**config.mk**
```make
export PLATFORM = sky130hd
export DESIGN_NAME = fixed_point_square
export DESIGN_NICKNAME = d
export VERILOG_FILES = /design/src/rtl/fp_sqrt_pkg.sv /design/src/rtl/fixed_point_square_shift_add_mul.sv /design/src/rtl/fixed_point_square.sv
export SDC_FILE = /design/constraint.sdc
export NUM_CORES = 1
export LEC_CHECK = 0
export BUFFER_PORTS_ARGS = -buffer_cell sky130_fd_sc_hd__clkbuf_2
export CORE_UTILIZATION = 61
export DETAILED_ROUTE_END_ITERATION = 8
export GPL_TIMING_DRIVEN = 0
export HOLD_SLACK_MARGIN = 0.06
export PLACE_DENSITY = 0.8
export SYNTH_ARGS = -nofsm -noshare
export SYNTH_HDL_FRONTEND = slang
export SYNTH_SLANG_ARGS = --single-unit
```
**constraint.sdc**
```tcl
create_clock -name clk -period 3.4 [get_ports clk]
set_input_delay 0.51 -clock clk [delete_from_list [all_inputs] [get_ports clk]]
set_output_delay 0.51 -clock clk [all_outputs]
set_load 0.005 [all_outputs]
```
**src/rtl/fp_sqrt_pkg.sv**
```systemverilog
`default_nettype none
// ============================================================================
//  Module   : fp_sqrt_pkg
//  Brief    : Shared definitions for the mantissa square / square-root blocks:
//             sequencer state encoding, default mantissa width and latency.
//  Revision : 1.0  initial release
// ============================================================================
package fp_sqrt_pkg;

    // Stored mantissa width (hidden bit excluded) of single precision.
    localparam int MANT_W_DEFAULT = 23;

    // Edges from the accepting edge until out_valid is first seen high:
    // MANT_W+1 shift-add steps, one cycle to observe done, one NORM cycle.
    localparam int LATENCY = MANT_W_DEFAULT + 3;

    typedef enum logic [1:0] {
        IDLE = 2'd0,
        MUL  = 2'd1,
        NORM = 2'd2,
        DONE = 2'd3
    } fsm_state_t;

endpackage
`default_nettype wire

```
**src/rtl/fixed_point_square_shift_add_mul.sv**
```systemverilog
`default_nettype none
// ============================================================================
//  Module   : shift_add_mul
//  Brief    : Sequential radix-2 shift-add squarer. Captures X on start_i,
//             then adds the left-shifting multiplicand into a full-width
//             accumulator once per cycle, LSB-first over X, for MANT_W+1
//             cycles. done_o stays high from the last step until the next
//             start. Only the product bits the normalizer can use are exported.
//  Revision : 1.0  initial release
// ============================================================================
module shift_add_mul
    import fp_sqrt_pkg::*;
#(
    parameter int MANT_W = MANT_W_DEFAULT
) (
    input  logic                clk,
    input  logic                rst,
    input  logic                start_i,
    input  logic [MANT_W:0]     x_i,
    output logic                done_o,
    output logic [MANT_W+1:0]   prod_hi_o
);

    localparam int c_XW    = MANT_W + 1;
    localparam int c_PW    = 2 * c_XW;
    localparam int c_CNT_W = $clog2(c_XW);
    localparam logic [c_CNT_W-1:0] c_LAST_STEP = c_CNT_W'(MANT_W);

    logic [c_XW-1:0]    x_q;       // multiplier, consumed LSB-first
    logic [c_PW-1:0]    mcand_q;   // multiplicand, shifted left each step
    logic [c_PW-1:0]    acc_q;
    logic [c_PW-1:0]    acc_d;
    logic [c_CNT_W-1:0] cnt_q;
    logic               busy_q;
    logic               done_q;

    // Conditional add for the current multiplier bit; full width, no truncation.
    always_comb begin
        acc_d = acc_q;
        if (x_q[0]) begin
            acc_d = acc_q + mcand_q;
        end
    end

    // Capture on start, then one shift-add step per cycle until the last bit.
    always_ff @(posedge clk) begin
        if (rst) begin
            x_q     <= '0;
            mcand_q <= '0;
            acc_q   <= '0;
            cnt_q   <= '0;
            busy_q  <= 1'b0;
            done_q  <= 1'b0;
        end else if (start_i) begin
            x_q     <= x_i;
            mcand_q <= c_PW'(x_i);
            acc_q   <= '0;
            cnt_q   <= '0;
            busy_q  <= 1'b1;
            done_q  <= 1'b0;
        end else if (busy_q) begin
            acc_q   <= acc_d;
            x_q     <= x_q >> 1;
            mcand_q <= mcand_q << 1;
            cnt_q   <= cnt_q + c_CNT_W'(1);
            if (cnt_q == c_LAST_STEP) begin
                busy_q <= 1'b0;
                done_q <= 1'b1;
            end
        end
    end

    assign done_o    = done_q;
    assign prod_hi_o = acc_q[c_PW-1:MANT_W];

endmodule
`default_nettype wire

```
**src/rtl/fixed_point_square.sv**
```systemverilog
`default_nettype none
// ============================================================================
//  Module   : fixed_point_square
//  Brief    : Squares a normalized mantissa 1.Y using a sequential shift-add
//             multiplier, then normalizes the Q2 product back to Q1.MANT_W,
//             flagging when the exponent must be incremented. Truncates.
//  Revision : 1.0  initial release
// ============================================================================
module fixed_point_square
    import fp_sqrt_pkg::*;
#(
    parameter int MANT_W = MANT_W_DEFAULT
) (
    input  logic              clk,
    input  logic              rst,
    input  logic [MANT_W-1:0] Y,
    input  logic              in_valid,
    output logic              in_ready,
    output logic [MANT_W:0]   result,
    output logic              exp_inc,
    output logic              out_valid,
    input  logic              out_ready
);

    fsm_state_t        state_q;
    logic              mul_start;
    logic              mul_done;
    logic [MANT_W+1:0] prod_hi;
    logic [MANT_W:0]   result_q;
    logic [MANT_W:0]   result_d;
    logic              exp_inc_q;
    logic              exp_inc_d;
    logic              out_valid_q;

    // Ready is a pure state decode so it never depends on out_ready.
    assign in_ready  = (state_q == IDLE);
    assign mul_start = in_valid && in_ready;

    shift_add_mul #(
        .MANT_W    (MANT_W)
    ) u_mul (
        .clk       (clk),
        .rst       (rst),
        .start_i   (mul_start),
        .x_i       ({1'b1, Y}),
        .done_o    (mul_done),
        .prod_hi_o (prod_hi)
    );

    // Normalize: a set top bit means the square reached [2,4).
    always_comb begin
        exp_inc_d = prod_hi[MANT_W+1];
        result_d  = exp_inc_d ? prod_hi[MANT_W+1:1] : prod_hi[MANT_W:0];
    end

    // Sequencer with registered outputs; reset aborts any operation in flight.
    always_ff @(posedge clk) begin
        if (rst) begin
            state_q     <= IDLE;
            result_q    <= '0;
            exp_inc_q   <= 1'b0;
            out_valid_q <= 1'b0;
        end else begin
            case (state_q)
                IDLE: begin
                    if (mul_start) begin
                        state_q <= MUL;
                    end
                end
                MUL: begin
                    if (mul_done) begin
                        state_q <= NORM;
                    end
                end
                NORM: begin
                    result_q    <= result_d;
                    exp_inc_q   <= exp_inc_d;
                    out_valid_q <= 1'b1;
                    state_q     <= DONE;
                end
                DONE: begin
                    if (out_ready) begin
                        out_valid_q <= 1'b0;
                        state_q     <= IDLE;
                    end
                end
                default: begin
                    state_q <= IDLE;
                end
            endcase
        end
    end

    assign result    = result_q;
    assign exp_inc   = exp_inc_q;
    assign out_valid = out_valid_q;

endmodule
`default_nettype wire

```
==> results.ini, run 1 <==
[run_status]
status=complete, no violations

[timing]
setup_viol=0
tns_ns=0
final.period_utilization_pct=95.6
fin_skew_ns=0.00963
fmax_ghz=0.308
fin_crit_ns=3.25
relSlewSlack_pct=45.3
layout_setup_ws_ns=0.149
worst_slew_pin_slew_ns=0.813
slew_violations=0
hold_violations=0

[pwr]
powerDensity_mw_per_mm2=620
max-vdd-ir-drop_uv=394
sw_frac_of_total_pct=34.2
total_power_mw=6.05
p_seq_share_pct=39.1
power_switching_mw=2.07
p_leak_nw=3.91
power_frac_clock_pct=31.9
internal_power_mw=3.98
pwr-share-comb_pct=28.9

[synthesis]
synth_top_flop_cell=dfxtp_1
synthesis.nets=1074
synthCells=994
synth_seq_cells=155
seq_area_frac_synth_pct=36.1
syn_area_per_cell_sq_um=8.64
yosys_warnings=0
yosysTopAreaCell=dfxtp_1
synth_top_area_share_pct=36.1
synth_area_sq_mm=0.00859
synthTopCellsByArea=dfxtp_1, mux2i_1, ha_1
yosys-top-cells-count=dfxtp_1, a21oi_1, nand2_1
netlist-cell-type-count=68
yosysMostFrequentCell=dfxtp_1
synth_edf_count=0
async_flop_share_pct=0

[cells_and_area]
drive_above_1_share_pct=10.7
syn_to_final_growth_pct=13.5
final_nets=1150
final_util_pct=72.2
n_antenna_cell=0

[grt]
grtUsageTotal_pct=30.9
grt_pass1_wl_mm=35.0
grt_overflow_total=0
antenna_found_initial=0
grt_pass1_vias=6987
grt_max_degree=17

[critical_path]
reg2reg_depth=11
cp_common_cell=a21oi_1
path_cells=ha_1 -> a21oi_1 -> a21oi_1 -> o31a_1 -> nor4_1 -> o41ai_2 -> a41oi_2 -> o31ai_2 -> nand4_1 -> mux2i_1 -> o311ai_1
crit_buf_inv=0
reg2reg_to=u_mul.acc_q[41]$_SDFFE_PP0P_
crit_family=compound AO/OA/AOI/OAI gates
crit_slowest_cell=nor4_1
path_max_fanout=5
critPathMaxStageDelay_ns=0.44
cp-start-kind=flop
path_class=flop to flop
worst_ep_arrival_time_ns=3.56
reg2reg_from=u_mul.mcand_q[7]$_SDFFE_PP0P_
setup.worst_path.end_class=flop
rrSetupSlack_ns=0.15
worstPathRequired_ns=3.71

[drt]
initialDrtViolationCount=603
wl_per_cell_um=17.3
routed_wl_mm=21.7
vias_per_cell=5.96
drc_errors=0
first_pass_iters=4
antenna_left=0
vias=7494

[worst_hold_path]
holdCritStartpoint=Y[18]
hold_path.class=input pin to flop
hold_depth=3
holdPathEnd=u_mul.mcand_q[18]$_SDFFE_PP0P_

[floorplanning]
num_rows=42
initial_core_util_pct=63.6
die-height_um=121
io_pins=54
die-area_sq_mm=0.0146
die_x_um=121
core-area_sq_mm=0.0135

[cts]
cts-buffers-inserted=17
clock-root-buffer=clkbuf_16
htreeDepth=4
cts.clk_slew.worst_paths_ns=0.06
insertion_delay_ns=0.43
clock-sinks=155
cts_tree=built
clockBufferDepth=2

[placement]
port_buffers=53
gp_congestion=0.948
pre_cts_ws_ns=0.0329
hpwl_mm=15.7

[flow_run]
max-cap-violations=0

[worst max path at each step]
| stage | slack (ns) | from | endpoint | cells after the start |
|---|---|---|---|---|
| final | 0.15 | u_mul.mcand_q[7]$_SDFFE_PP0P_ | u_mul.acc_q[41]$_SDFFE_PP0P_ | 11 |
| after global routing | -0.00005 | u_mul.acc_q[0]$_SDFFE_PP0P_ | u_mul.acc_q[18]$_SDFFE_PP0P_ | 13 |
| after CTS | 0.01 | u_mul.acc_q[0]$_SDFFE_PP0P_ | u_mul.acc_q[40]$_SDFFE_PP0P_ | 12 |
| after detailed placement | 0.03 | u_mul.acc_q[0]$_SDFFE_PP0P_ | u_mul.acc_q[36]$_SDFFE_PP0P_ | 12 |
| after global placement | 0.004 | u_mul.mcand_q[0]$_SDFFE_PP0P_ | u_mul.acc_q[36]$_SDFFE_PP0P_ | 12 |
| after floorplan | 0.42 | u_mul.acc_q[0]$_SDFFE_PP0P_ | u_mul.acc_q[32]$_SDFFE_PP0P_ | 12 |
[power by group through the flow]
| stage | clock network, mW | registers [mW] | logic [mW] |
|---|---|---|---|
| 6_report | 1.93 | 2.36 | 1.75 |
| 4_1_cts | 1.94 | 2.36 | 1.73 |
| 5_1_grt | 2.02 | 2.41 | 1.94 |
| 3_5_place_dp | 0 | 2.40 | 1.71 |
| 3_3_place_gp | 0 | 2.38 | 1.68 |
| 2_1_floorplan | 0 | 2.35 | 1.21 |
[stage by stage]
step           cells  instance area (sq um)  hold WS, ns
5_1_grt         1258                   9750        0.384
3_3_place_gp    1223                   9080        0.443
6_report        1258                   9750        0.370
3_5_place_dp    1223                   9080        0.452
4_1_cts         1254                   9680        0.364
2_1_floorplan    994                   8590        0.436
[per-layer routing]
layer	track usage, %	wire length [um]
met3	6.13	1080
met5	0	0
met1	42.4	10400
met4	12.2	560
met2	47.4	9690
[flip-flops by register name, indices dropped and copies added, names as in the netlist]
| name | count |
|---|---|
| u_mul.busy_q | 1 |
| result | 24 |
| u_mul.cnt_q | 5 |
| u_mul.mcand_q | 48 |
| u_mul.acc_q | 48 |
| out_valid | 1 |
| u_mul.done_o | 1 |
| exp_inc | 1 |
| state_q | 2 |
| u_mul.x_q | 24 |
[logic make-up after synthesis]
kind of cell | synth area share [%]
buf+inv | 3.82
mux | 11.3
fa+ha+maj | 7.81
compound gates | 22.8
flops | 36.1
simple gates | 13.8
xor+xnor | 4.38
[placed cells by master (no fill, tap or decap), types with 4 or more instances in the layout]
cell type	Yosys	layout
o21ai_0	27	27
a21o_1	18	18
clkbuf_1	47	49
and3_1	7	7
nor3_1	6	6
clkbuf_2	0	53
a21oi_1	128	128
xnor2_1	27	27
clkbuf_16	0	17
a211oi_1	28	28
buf_2	4	4
buf_1	8	8
or3_1	4	4
nand4_1	11	11
dfxtp_1	155	155
and2_1	5	5
inv_1	21	21
nor2_1	87	87
mux2i_1	96	96
o21ai_1	7	6
o21bai_1	34	34
nor2b_1	4	4
buf_4	3	7
a31oi_1	4	4
ha_1	52	52
nand2b_1	4	4
nand3_1	23	23
o21a_1	6	6
xor2_1	16	16
nand2_1	104	104
[tightest hold or removal path, stage by stage]
cell	delay [ns]
clkbuf_2	0.08
o21bai_1	0.07
a21oi_1	0.10
[cell type report]
type,count,area (sq um)
Buffer,62,249
Clock buffer,20,447
Clock inverter,11,146
Fill cell,1048,3750
Inverter,21,78.8
Multi-Input combinational cell,756,5210
Sequential cell,155,3100
Tap cell,176,220
Timing Repair Buffer,57,295
[repair_timing]
item                       in CTS  in global routing
pin swaps                       1                  4
setup endpoints to repair       2                  7
hold buffers                    0                  0
gates resized for setup         1                  5
buffers inserted                0                  4
(Power assumes the default switching activity.)
==> inputs of run 2 (changes only) <==
--- a/config.mk
+++ b/config.mk
@@ -10,7 +10,7 @@
 export DETAILED_ROUTE_END_ITERATION = 8
 export GPL_TIMING_DRIVEN = 0
 export HOLD_SLACK_MARGIN = 0.06
-export PLACE_DENSITY = 0.8
+export PLACE_DENSITY = 0.85
 export SYNTH_ARGS = -nofsm -noshare
 export SYNTH_HDL_FRONTEND = slang
 export SYNTH_SLANG_ARGS = --single-unit
==> run 2 against run 1 <==
Design area hardly changed; hold slack improved by 0.0076 ns; register-to-register slack is essentially flat; global-route usage shrank 0.57 points; largest cell class unchanged; largest power group unchanged.
==> results.ini, run 2 (same netlist as run 1, synthesis figures left out) <==
[run_status]
status=complete, no violations

[floorplanning]
initial_core_util_pct=63.6  ; unchanged
die-height_um=121  ; unchanged
die_x_um=121  ; unchanged
core-area_sq_mm=0.0135  ; unchanged
io_pins=54  ; unchanged
num_rows=42  ; unchanged
die-area_sq_mm=0.0146  ; unchanged

[timing]
final.period_utilization_pct=95.9  ; +0.31 points
relSlewSlack_pct=41.8  ; -3.5 points
fin_skew_ns=0.0104  ; +0.000775 ns
fmax_ghz=0.307  ; -0.32%
setup_viol=0  ; unchanged
hold_violations=0  ; unchanged
rsz0062_at_grt=yes
fin_crit_ns=3.26  ; +0.0106 ns
worst_slew_pin_slew_ns=0.865  ; +0.0521 ns
slew_violations=0  ; unchanged

[placement]
post_dp_cell_area_sq_mm=0.00908  ; unchanged
hpwl_mm=15.6  ; -0.94%
placed_cells=1223  ; unchanged
port_buffers=53  ; unchanged
gp_congestion=0.929  ; -2.0%

[critical_path]
worst_ep_arrival_time_ns=3.57  ; about the same
crit_buf_inv=0  ; unchanged
crit_slowest_cell=a311oi_4
reg2reg_to=u_mul.acc_q[40]$_SDFFE_PP0P_
setup.worst_path.end_class=flop
critPathMaxStageDelay_ns=0.47  ; +0.03 ns
path_class=flop to flop
path_max_fanout=4  ; -1
worstPathRequired_ns=3.70  ; about the same
rrSetupSlack_ns=0.14  ; about the same
cp.depth=12  ; +1
cp-start-kind=flop
reg2reg_depth=12  ; +1
path_cells=ha_1 -> fa_1 -> a21o_1 -> a221oi_4 -> o31ai_2 -> a311oi_4 -> o31ai_4 -> a21boi_2 -> o21bai_1 -> a31oi_1 -> xor2_1 -> o21ai_1
reg2reg_from=u_mul.mcand_q[0]$_SDFFE_PP0P_
crit_family=compound AO/OA/AOI/OAI gates

[worst_hold_path]
holdPathEnd=u_mul.x_q[18]$_SDFFE_PP0P_
hold_path.class=input pin to flop
hold_depth=3  ; unchanged
holdCritStartpoint=Y[18]

[cts]
cts_tree=built
clockBufferDepth=2  ; unchanged
clock-root-buffer=clkbuf_16
hold_buffers=0  ; unchanged
htreeDepth=4  ; unchanged
clock-sinks=155  ; unchanged
insertion_delay_ns=0.43  ; about the same
cts-buffers-inserted=17  ; unchanged
cts.clk_slew.worst_paths_ns=0.07  ; about the same

[cells_and_area]
fill_cells=1014  ; -3.2%
n_antenna_cell=0  ; unchanged
syn_to_final_growth_pct=13.4  ; about the same
final_nets=1149  ; -0.087%
reg.largest.list=u_mul.acc_q x48, u_mul.mcand_q x48
final_common_cell=dfxtp_1
drive_above_1_share_pct=10.6  ; -0.092 points
final_util_pct=72.1  ; about the same
finalNonFillerCells=1258  ; unchanged
fin_area_sq_mm=0.00974  ; about the same
final_cell_mix=dfxtp_1, a21oi_1, nand2_1

[drt]
first_pass_iters=5  ; +1
vias_per_cell=6.03  ; +1.2%
routed_wl_mm=21.6  ; -0.44%
drc_errors=0  ; unchanged
vias=7583  ; +1.2%
antenna_left=0  ; unchanged
wl_per_cell_um=17.2  ; -0.44%
initialDrtViolationCount=621  ; +3.0%

[pwr]
p_leak_nw=3.89  ; -0.55%
max-vdd-ir-drop_uv=374  ; -5.0%
powerDensity_mw_per_mm2=618  ; -0.33%

[grt]
antenna_found_initial=0  ; unchanged
grt_overflow_total=0  ; unchanged
grtUsageTotal_pct=30.3  ; -0.57 points
grt_pass1_vias=7013  ; +0.37%
grt_pass1_wl_mm=34.6  ; -1.4%
grt_max_degree=17  ; unchanged

[flow_run]
max-cap-violations=0  ; unchanged

-- run 2: timing repair --
item / 4_1_cts / 5_1_grt
pin swaps: 1 / 3
endpoints found under the setup margin: 3 / 7
setup buffers: 0 / 3
resized for setup: 2 / 3
endpoints found under the hold margin: 0 / 0
cloned: 0 / 0
-- run 2: layout make-up --
type                    count  area (sq um)  area share [%]
inverters                  21          78.8           0.809
multi-input cells         756          5210            53.5
plain buffers              62           249            2.56
well taps                 176           220            2.26
clock inverters            10           116            1.19
flip-flops and latches    155          3100            31.9
clock buffers              22           474            4.87
repair buffers             56           288            2.95
-- run 2: worst max path at each step --
| stage | from | end | slack, ns |
|---|---|---|---|
| 3_5_place_dp | u_mul.acc_q[0]$_SDFFE_PP0P_ | u_mul.acc_q[40]$_SDFFE_PP0P_ | -0.07 |
| 4_1_cts | u_mul.acc_q[0]$_SDFFE_PP0P_ | u_mul.acc_q[40]$_SDFFE_PP0P_ | 0.02 |
| 6_report | u_mul.mcand_q[0]$_SDFFE_PP0P_ | u_mul.acc_q[40]$_SDFFE_PP0P_ | 0.14 |
| 2_1_floorplan | u_mul.acc_q[0]$_SDFFE_PP0P_ | u_mul.acc_q[32]$_SDFFE_PP0P_ | 0.42 |
| 3_3_place_gp | u_mul.mcand_q[0]$_SDFFE_PP0P_ | u_mul.acc_q[40]$_SDFFE_PP0P_ | 0.002 |
| 5_1_grt | u_mul.mcand_q[0]$_SDFFE_PP0P_ | u_mul.acc_q[36]$_SDFFE_PP0P_ | -0.00007 |
-- run 2: layer usage --
layer / global-route usage, % / share of wire [%] / up-vias
met4: 10.6 / 2.2 / 0
met3: 6.23 / 5.5 / 42
li1: - / - / 3737
met2: 47.2 / 45 / 237
met1: 41.5 / 47 / 3567
met5: 0 / 0 / -
-- run 2: worst min-delay path: stages --
cell	delay [ns]
clkbuf_2	0.07
o21bai_1	0.08
a21oi_1	0.11
-- run 2: power breakdown --
| group | internal (mW) | switching (mW) |
|---|---|---|
| clock network | 1.14 | 0.770 |
| registers | 2.15 | 0.229 |
| logic | 0.663 | 1.08 |
-- run 2: per-stage QoR --
stage | TNS [ns] | hold slack [ns] | worst slack [ns] | power [mW]
2_1_floorplan | 0 | 0.436 | 0.417 | 3.56
3_3_place_gp | 0 | 0.445 | 0.00161 | 4.05
3_5_place_dp | -0.0710 | 0.453 | -0.0668 | 4.11
4_1_cts | 0 | 0.374 | 0.0177 | 6.00
5_1_grt | -0.0000682 | 0.391 | -0.0000682 | 6.32
6_report | 0 | 0.377 | 0.139 | 6.02
==> inputs of run 3 (changes only) <==
--- a/config.mk
+++ b/config.mk
@@ -11,6 +11,7 @@
 export GPL_TIMING_DRIVEN = 0
 export HOLD_SLACK_MARGIN = 0.06
 export PLACE_DENSITY = 0.85
+export SLEW_MARGIN = 20
 export SYNTH_ARGS = -nofsm -noshare
 export SYNTH_HDL_FRONTEND = slang
 export SYNTH_SLANG_ARGS = --single-unit
==> constraint.sdc (replaced) <==
create_clock -name clk -period 3.4 [get_ports clk]
set_input_delay 0.17 -clock clk [delete_from_list [all_inputs] [get_ports clk]]
set_output_delay 0.17 -clock clk [all_outputs]
set_load 0.005 [all_outputs]
==> run 3 against run 2 <==
Clock skew up 0.00062 ns; global-route usage increased by 0.45 points; hold slack got worse by 0.32 ns; largest cell class unchanged.
==> results.ini, run 3 (same netlist as run 1, synthesis figures left out) <==
[worst_hold_path]
hold_path.class=input pin to flop
holdCritStartpoint=Y[20]

[cells_and_area]
reg.largest.list=u_mul.acc_q x48, u_mul.mcand_q x48
final_common_cell=dfxtp_1
final_util_pct=73.5  ; +1.3 points
drive_above_1_share_pct=10.5  ; -0.17 points
n_antenna_cell=0  ; unchanged
syn_to_final_growth_pct=15.5
final_nets=1167  ; +1.6%
finalNonFillerCells=1276  ; +1.4%
final_cell_mix=dfxtp_1, a21oi_1, nand2_1

[critical_path]
cp-start-kind=flop
critPathCapture=u_mul.acc_q[40]$_SDFFE_PP0P_
reg2reg_to=u_mul.acc_q[40]$_SDFFE_PP0P_
worst_ep_arrival_time_ns=3.56  ; about the same
reg2reg_depth=12  ; unchanged
path_max_fanout=4  ; unchanged
setup.worst_path.end_class=flop
path_class=flop to flop
rrSetupSlack_ns=0.14  ; about the same
worstPathRequired_ns=3.70  ; about the same
reg2reg_from=u_mul.mcand_q[0]$_SDFFE_PP0P_
crit_path_start=u_mul.mcand_q[0]$_SDFFE_PP0P_

[timing]
slew_violations=0  ; unchanged
rsz0062_at_grt=yes
final.period_utilization_pct=95.9  ; about the same
layout_setup_ws_ns=0.139  ; +0.000888 ns
setup_viol=0  ; unchanged
hold_violations=0  ; unchanged
fmax_ghz=0.307  ; about the same
fin_crit_ns=3.26  ; -0.000888 ns
fin_skew_ns=0.0110  ; +0.000623 ns
worst_slew_pin_slew_ns=0.872  ; +0.00634 ns
tns_ns=0  ; unchanged
relSlewSlack_pct=41.4  ; -0.43 points

[grt]
antenna_found_initial=0  ; unchanged
grt_pass1_wl_mm=35.1  ; +1.4%
grt_max_degree=17  ; unchanged
grt_overflow_total=0  ; unchanged
grtUsageTotal_pct=30.7  ; +0.45 points
grt_pass1_vias=7151  ; +2.0%

[pwr]
internal_power_mw=3.96  ; +0.36%
p_seq_share_pct=39.3  ; -0.2 points
p_leak_nw=3.97  ; +1.9%
powerDensity_mw_per_mm2=610  ; -1.3%
power_switching_mw=2.09  ; +0.73%
power_frac_clock_pct=31.5  ; -0.2 points
sw_frac_of_total_pct=34.5  ; +0.084 points
pwr-share-comb_pct=29.2  ; +0.3 points
max-vdd-ir-drop_uv=375  ; +0.18%

[cts]
cts.clk_slew.worst_paths_ns=0.07  ; about the same
clock-root-buffer=clkbuf_16
cts_tree=built
cts-buffers-inserted=17  ; unchanged
clockBufferDepth=2  ; unchanged
htreeDepth=4  ; unchanged
insertion_delay_ns=0.43  ; about the same
clock-sinks=155  ; unchanged

[run_status]
status=complete, no violations

[drt]
initialDrtViolationCount=588  ; -5.3%
routed_wl_mm=22.1  ; +2.0%
antenna_left=0  ; unchanged
vias_per_cell=6.01  ; -0.33%
wl_per_cell_um=17.3  ; +0.58%
vias=7666  ; +1.1%
drc_errors=0  ; unchanged
first_pass_iters=5  ; unchanged

[floorplanning]
core-area_sq_mm=0.0135  ; unchanged
io_pins=54  ; unchanged
num_rows=42  ; unchanged
die_x_um=121  ; unchanged
die-area_sq_mm=0.0146  ; unchanged
initial_core_util_pct=63.6  ; unchanged
die-height_um=121  ; unchanged

[placement]
port_buffers=53  ; unchanged
pre_cts_ws_ns=-0.0668  ; unchanged
placed_cells=1223  ; unchanged
hpwl_mm=15.6  ; unchanged
gp_congestion=0.929  ; unchanged

[flow_run]
max-cap-violations=0  ; unchanged

## run 3: cell types whose count changed in the layout (fill, tap and decap cells not counted), sizes merged
cell	change
dlygate4sd3	+18
## run 3: layout make-up
| cell class | instances | area, sq um |
|---|---|---|
| Multi-Input combinational cell | 756 | 5210 |
| Buffer | 62 | 249 |
| Fill cell | 981 | 3580 |
| Clock buffer | 22 | 474 |
| Timing Repair Buffer | 74 | 468 |
| Tap cell | 176 | 220 |
| Clock inverter | 10 | 116 |
| Inverter | 21 | 78.8 |
| Sequential cell | 155 | 3100 |
## run 3: worst min-delay path by stage
stage / cells after the start / slack, ns / to
finish: 3 / 0.06 / u_mul.x_q[20]$_SDFFE_PP0P_
global route: 3 / 0.08 / u_mul.x_q[1]$_SDFFE_PP0P_
CTS: 3 / 0.06 / u_mul.x_q[20]$_SDFFE_PP0P_
detailed placement: 2 / 0.45 / u_mul.acc_q[14]$_SDFFE_PP0P_
global placement: 2 / 0.44 / u_mul.acc_q[12]$_SDFFE_PP0P_
floorplan: 2 / 0.35 / u_mul.x_q[0]$_SDFFE_PP0P_
## run 3: power groups by stage
stage               clock network (mW)  logic, mW  registers (mW)
floorplan                            0       1.21            2.35
global placement                     0       1.66            2.39
detailed placement                   0       1.70            2.41
CTS                               1.91       1.74            2.37
global route                      2.00       1.93            2.41
finish                            1.91       1.77            2.38
## run 3: critical path: stages (launching register included)
cell      delay (ns)
dfxtp_1         0.33
ha_1            0.21
fa_1            0.41
a21o_1          0.22
a221oi_4        0.32
o31ai_2         0.18
a311oi_4        0.47
o31ai_4         0.16
a21boi_2        0.20
o21bai_1        0.13
a31oi_1         0.25
xor2_1          0.19
o21ai_1         0.07
## run 3: stage by stage
stage	area [sq um]	power (mW)	hold WS [ns]
6_report	9920	6.05	0.0561
5_1_grt	9920	6.34	0.0840
4_1_cts	9870	6.01	0.0621
3_5_place_dp	9080	4.11	0.453
3_3_place_gp	9080	4.05	0.445
2_1_floorplan	8590	3.56	0.354
## run 3: routing by layer
metal  part of all wire (%)  wire length [um]  GRT usage [%]
met5                      0                 0              0
met4                    2.0               449           11.1
met2                     45             10000           48.5
met3                    6.2              1380           6.37
met1                     46             10200           41.5
## run 3: timing repair
action	4_1_cts	5_1_grt
endpoints found under the hold margin	31	0
setup endpoints to repair	3	7
hold buffers	18	0
pin swaps	1	3
setup buffers	0	3
resized for setup	2	3
